$ cat config.mk
export PLATFORM = sky130hd
export DESIGN_NAME = banked_register_file
export DESIGN_NICKNAME = d
export VERILOG_FILES = /design/src/rtl/banked_register_file.sv
export SDC_FILE = /design/constraint.sdc
export NUM_CORES = 2
export LEC_CHECK = 0
export CORE_MARGIN = 4
export CORE_UTILIZATION = 40
export CTS_CLUSTER_DIAMETER = 100
export DETAILED_ROUTE_END_ITERATION = 8
export HOLD_SLACK_MARGIN = 0.02
export PLACE_DENSITY = 0.64
export SLEW_MARGIN = 15
export SYNTH_ARGS = -nofsm -noshare
export SYNTH_HDL_FRONTEND = slang
export SYNTH_SLANG_ARGS = --single-unit
$ cat constraint.sdc
create_clock -name clk -period 3.6 [get_ports clk]
set_input_delay 0.72 -clock clk [delete_from_list [all_inputs] [get_ports clk]]
set_output_delay 0.72 -clock clk [all_outputs]
set_load 0.03 [all_outputs]
$ cat src/rtl/banked_register_file.sv
// Dual-bank (integer x / floating-point f) register file: three combinational read ports,
// one write port, optional write-to-read bypass and a per-register pending-write scoreboard.
module banked_register_file #(
    parameter int unsigned XLEN   = 32,
    parameter int unsigned NREGS  = 32,
    parameter int unsigned AW     = $clog2(NREGS),
    parameter bit          BYPASS = 1'b1
) (
    input  logic            clk,
    input  logic            rst_n,

    input  logic [AW-1:0]   rs1_addr,
    input  logic [AW-1:0]   rs2_addr,
    input  logic [AW-1:0]   rs3_addr,
    input  logic            rs1_fp,
    input  logic            rs2_fp,
    input  logic            rs3_fp,
    output logic [XLEN-1:0] rd1,
    output logic [XLEN-1:0] rd2,
    output logic [XLEN-1:0] rd3,
    output logic            busy1,
    output logic            busy2,
    output logic            busy3,

    input  logic            wr_en,
    input  logic            wr_fp,
    input  logic [AW-1:0]   wr_addr,
    input  logic [XLEN-1:0] wr_data,

    input  logic            iss_en,
    input  logic            iss_fp,
    input  logic [AW-1:0]   iss_addr
);

    // Bank index 0 = x bank, 1 = f bank.
    logic [XLEN-1:0]  mem_q  [2][NREGS];
    logic [XLEN-1:0]  mem_d  [2][NREGS];
    logic [NREGS-1:0] pend_q [2];
    logic [NREGS-1:0] pend_d [2];

    logic wr_ok;
    logic iss_ok;

    // x0 is hardwired: writes and issues targeting it never touch state.
    assign wr_ok  = wr_en  && (wr_fp  || (wr_addr  != '0));
    assign iss_ok = iss_en && (iss_fp || (iss_addr != '0));

    // Set is applied after clear so a same-cycle issue keeps ownership with the new op.
    always_comb begin
        mem_d  = mem_q;
        pend_d = pend_q;
        if (wr_ok) begin
            mem_d[wr_fp][wr_addr]  = wr_data;
            pend_d[wr_fp][wr_addr] = 1'b0;
        end
        if (iss_ok) begin
            pend_d[iss_fp][iss_addr] = 1'b1;
        end
    end

    always_ff @(posedge clk or negedge rst_n) begin
        if (!rst_n) begin
            for (int unsigned b = 0; b < 2; b++) begin
                pend_q[b] <= '0;
                for (int unsigned r = 0; r < NREGS; r++) begin
                    mem_q[b][r] <= '0;
                end
            end
        end else begin
            mem_q  <= mem_d;
            pend_q <= pend_d;
        end
    end

    logic [AW-1:0]   ra   [3];
    logic            rfp  [3];
    logic [XLEN-1:0] rdat [3];
    logic            rbsy [3];

    assign ra[0]  = rs1_addr;
    assign ra[1]  = rs2_addr;
    assign ra[2]  = rs3_addr;
    assign rfp[0] = rs1_fp;
    assign rfp[1] = rs2_fp;
    assign rfp[2] = rs3_fp;

    // Bypass is gated by rst_n so reads stay at zero while reset is held.
    always_comb begin
        for (int unsigned p = 0; p < 3; p++) begin
            rdat[p] = '0;
            rbsy[p] = 1'b0;
            if (rfp[p] || (ra[p] != '0)) begin
                if (BYPASS && rst_n && wr_en && (wr_fp == rfp[p]) && (wr_addr == ra[p])) begin
                    rdat[p] = wr_data;
                end else begin
                    rdat[p] = mem_q[rfp[p]][ra[p]];
                    rbsy[p] = pend_q[rfp[p]][ra[p]];
                end
            end
        end
    end

    assign rd1   = rdat[0];
    assign rd2   = rdat[1];
    assign rd3   = rdat[2];
    assign busy1 = rbsy[0];
    assign busy2 = rbsy[1];
    assign busy3 = rbsy[2];

endmodule
==> load_flow_metrics.sql <==
INSERT INTO impl_metrics (metric_group, metric, value, unit) VALUES
('route', 'wl_per_cell', '42.1', 'um'),
('synthesis', 'async_s_r_ff_share_synth', '100', '%'),
('sta', 'fin_setup_tns', '-35.74', 'ns'),
('run', 'max_cap_violations', '0', ''),
('placed_design', 'place.port_buffers', '164', ''),
('grt', 'vias_in_the_first_global_route', '101101', ''),
('hold_path', 'hold_path.class', 'in2reg', ''),
('route', 'routed-via-count', '100863', ''),
('cells_and_area', 'final_util', '51.5', '%'),
('setup_path', 'reg2regPathDepth', '4', ''),
('route', 'detail_route.drc_violations', '0', ''),
('setup_path', 'timing.critical_path.buf_inv', '3', ''),
('setup_path', 'worst_r2r_startpoint', 'mem_q[456]', ''),
('synthesis', 'number_of_standard_cells_after_synthesis', '8534', ''),
('pwr', 'finalPower', '76.4', 'mW'),
('clock_tree', 'worst_setup_hold_path_clk_slew', '0.07', 'ns'),
('setup_path', 'r2r-end', 'mem_q[456]', ''),
('setup_path', 'critPathCaptureType', 'output pin', ''),
('sta', 'hold-worst-slack', '0.279', 'ns'),
('pwr', 'power_per_cell_area', '460', 'nW/um^2'),
('clock_tree', 'root_buffer', 'clkbuf_16', ''),
('floorplan', 'dieArea', '333000', 'sq um'),
('setup_path', 'critical_path_arrival', '3.58', 'ns'),
('synthesis', 'syn_area_cell', '15.2', 'sq um'),
('placed_design', 'dpl_cell_area', '147000', 'sq um'),
('setup_path', 'r2r_slack', '2.46', 'ns'),
('floorplan', 'die_h', '577', 'um'),
('grt', 'grt_overflow_total', '0', ''),
('outcome', 'outcome', 'finished, violations left', ''),
('clock_tree', 'cts.sinks', '2112', ''),
('cells_and_area', 'flow.area_growth_from_synthesis', '28.0', '%'),
('synthesis', 'synth_area', '130000', 'sq um'),
('floorplan', 'std_cell_rows', '208', ''),
('sta', 'setup_repair_after_global_routing_missed_its_margin', 'yes', ''),
('sta', 'worst_slew_pin_slew', '1.11', 'ns'),
('setup_path', 'cpMaxStageDelayCell', 'mux4_2', ''),
('pwr', 'sw_frac_of_total', '30.3', '%'),
('route', 'initialDrtViolationCount', '13654', ''),
('setup_path', 'worst_ep_required_time', '2.88', 'ns'),
('pwr', 'cellInternalPower', '53.3', 'mW'),
('outcome', 'failed_checks', 'negative setup slack', ''),
('grt', 'grt_antenna_before_repair', '46', ''),
('synthesis', 'synth-edff-count', '0', ''),
('synthesis', 'synth.yosys.warnings', '0', ''),
('cells_and_area', 'postLayoutCellArea', '166000', 'sq um'),
('floorplan', 'die_w', '577', 'um'),
('setup_path', 'crit_path_max_fanout', '4', ''),
('setup_path', 'cp_slowest_stage_delay', '0.50', 'ns'),
('sta', 'fmaxAchievable', '233', 'MHz'),
('grt', 'grt_start_max_net_pins', '180', ''),
('synthesis', 'ys_dominant_reg_cell', 'dfrtp_1', ''),
('sta', 'finalHoldViolCount', '0', ''),
('pwr', 'leakage', '71.0', 'nW'),
('floorplan', 'start_util', '40.3', '%'),
('hold_path', 'hold_path.startpoint', 'wr_data[10]', ''),
('placed_design', 'placed_cells', '13280', ''),
('route', 'number_of_detailed_route_iterations_in_the_first_pass', '8', ''),
('route', 'residual_antenna_violating_net_count_after_detailed_routing', '0', ''),
('floorplan', 'fp.coreArea', '322000', 'sq um'),
('pwr', 'power.share.combinational', '26.0', '%'),
('sta', 'final_setup_violation_count', '98', ''),
('pwr', 'power.clock.fraction', '34.6', '%'),
('sta', 'setup_ws', '-0.697', 'ns'),
('sta', 'layout_worst_path_cycle_share', '119', '%'),
('hold_path', 'hold_depth', '2', ''),
('clock_tree', 'number_of_h_tree_levels', '4', ''),
('cells_and_area', 'most_common_cell_after_layout_fill_and_taps_aside', 'dfrtp_1', ''),
('cells_and_area', 'nets', '9819', ''),
('grt', 'grt.total_usage', '35.4', '%'),
('clock_tree', 'clk-insertion-delay-late', '0.94', 'ns'),
('placed_design', 'pre_cts_slack', '-1.16', 'ns');
[flip-flops by register name, summed over array words and instances (netlist names)]
name,flops
pend_q,64
mem_q,2048
[logic make-up after synthesis]
family	share of synthesized area [%]
flip-flops	40.8
AO/OA/AOI/OAI	4.11
XOR/XNOR	0.122
multiplexers	48.8
buffers and inverters	3.83
AND/OR/NAND/NOR	2.40
[worst max-delay path by stage]
stage | start | end | cells after the start
6_report | mem_q[1300] | rd2[20] | 7
5_1_grt | mem_q[1515] | rd3[11] | 7
4_1_cts | mem_q[395] | rd3[11] | 7
3_5_place_dp | wr_fp | rd2[7] | 11
3_3_place_gp | rs1_addr[4] | rd1[6] | 10
2_1_floorplan | rs1_addr[0] | rd1[11] | 10
[synth_stat cells, types with 7 or more instances]
library cell     n  share of area [%]
clkbuf_1       513                1.5
a211oi_1        59               0.34
buf_6           25               0.22
a21o_1          21               0.12
o22ai_1        151               0.73
nand2_1        206               0.60
a22oi_1        215                1.2
nand3_1         83               0.32
nor2_1          97               0.28
and2_1          12              0.058
or2_2           12              0.058
mux4_2        1712                 30
xnor2_1         14              0.095
a21oi_1         83               0.32
a32oi_1          8              0.054
buf_2          300                1.2
a31oi_1         36               0.17
nor2b_1         78               0.38
o211ai_1        23               0.13
and3_1           7              0.034
nor3_1          52               0.20
nand4_1         30               0.14
o21ai_0         57               0.22
a211o_1         21               0.14
nand3b_1         7              0.041
buf_4           97               0.56
inv_1           45               0.13
mux2_2        2029                 18
nand2b_1        15              0.072
o2111ai_1        9              0.061
dfrtp_1       2112                 41
mux2i_1        182                1.4
a22o_1          24               0.16
buf_1           91               0.26
nor4_1          13              0.063
[worst register-to-register path, cell delays in order, from the launching register on]
cell and delay [ns]:
dfrtp_1 0.40, buf_6 0.13, buf_4 0.13, buf_4 0.12
mux2_2 0.25
[final cells by class]
type | count | area, sq um | area share [%]
clock inverters | 105 | 1500 | 0.905
diodes | 52 | 130 | 0.0784
well taps | 4305 | 5390 | 3.25
inverters | 50 | 198 | 0.119
repair buffers | 2003 | 23800 | 14.3
flip-flops and latches | 2112 | 52900 | 31.9
multi-input cells | 5346 | 75300 | 45.4
clock buffers | 331 | 6810 | 4.10
[power groups by stage]
stage	clock, mW	sequential (mW)	combinational [mW]
2_1_floorplan	0	29.2	11.0
3_3_place_gp	0	30.0	16.9
3_5_place_dp	0	30.4	17.2
4_1_cts	26.6	29.9	18.9
5_1_grt	27.5	30.4	20.5
6_report	26.4	30.0	19.9
[per-layer routing]
layer  part of all wire (%)  GRT usage [%]  vias to the layer above
li1                       -              -                    36872
met1                     34           43.5                    53227
met2                     42           50.3                     8275
met3                     14           13.4                     2459
met4                     10           27.3                       30
met5                  0.089          0.525                        -
[repair_timing]
action | in CTS | in global routing
endpoints found under the setup margin | 99 | 174
gates cloned | 43 | 17
hold buffers | 1 | 0
resized for setup | 763 | 383
pin swaps | 183 | 162
setup buffers | 361 | 199
endpoints found under the hold margin | 2 | 0
No activity file was read; power rests on OpenSTA's default activity.
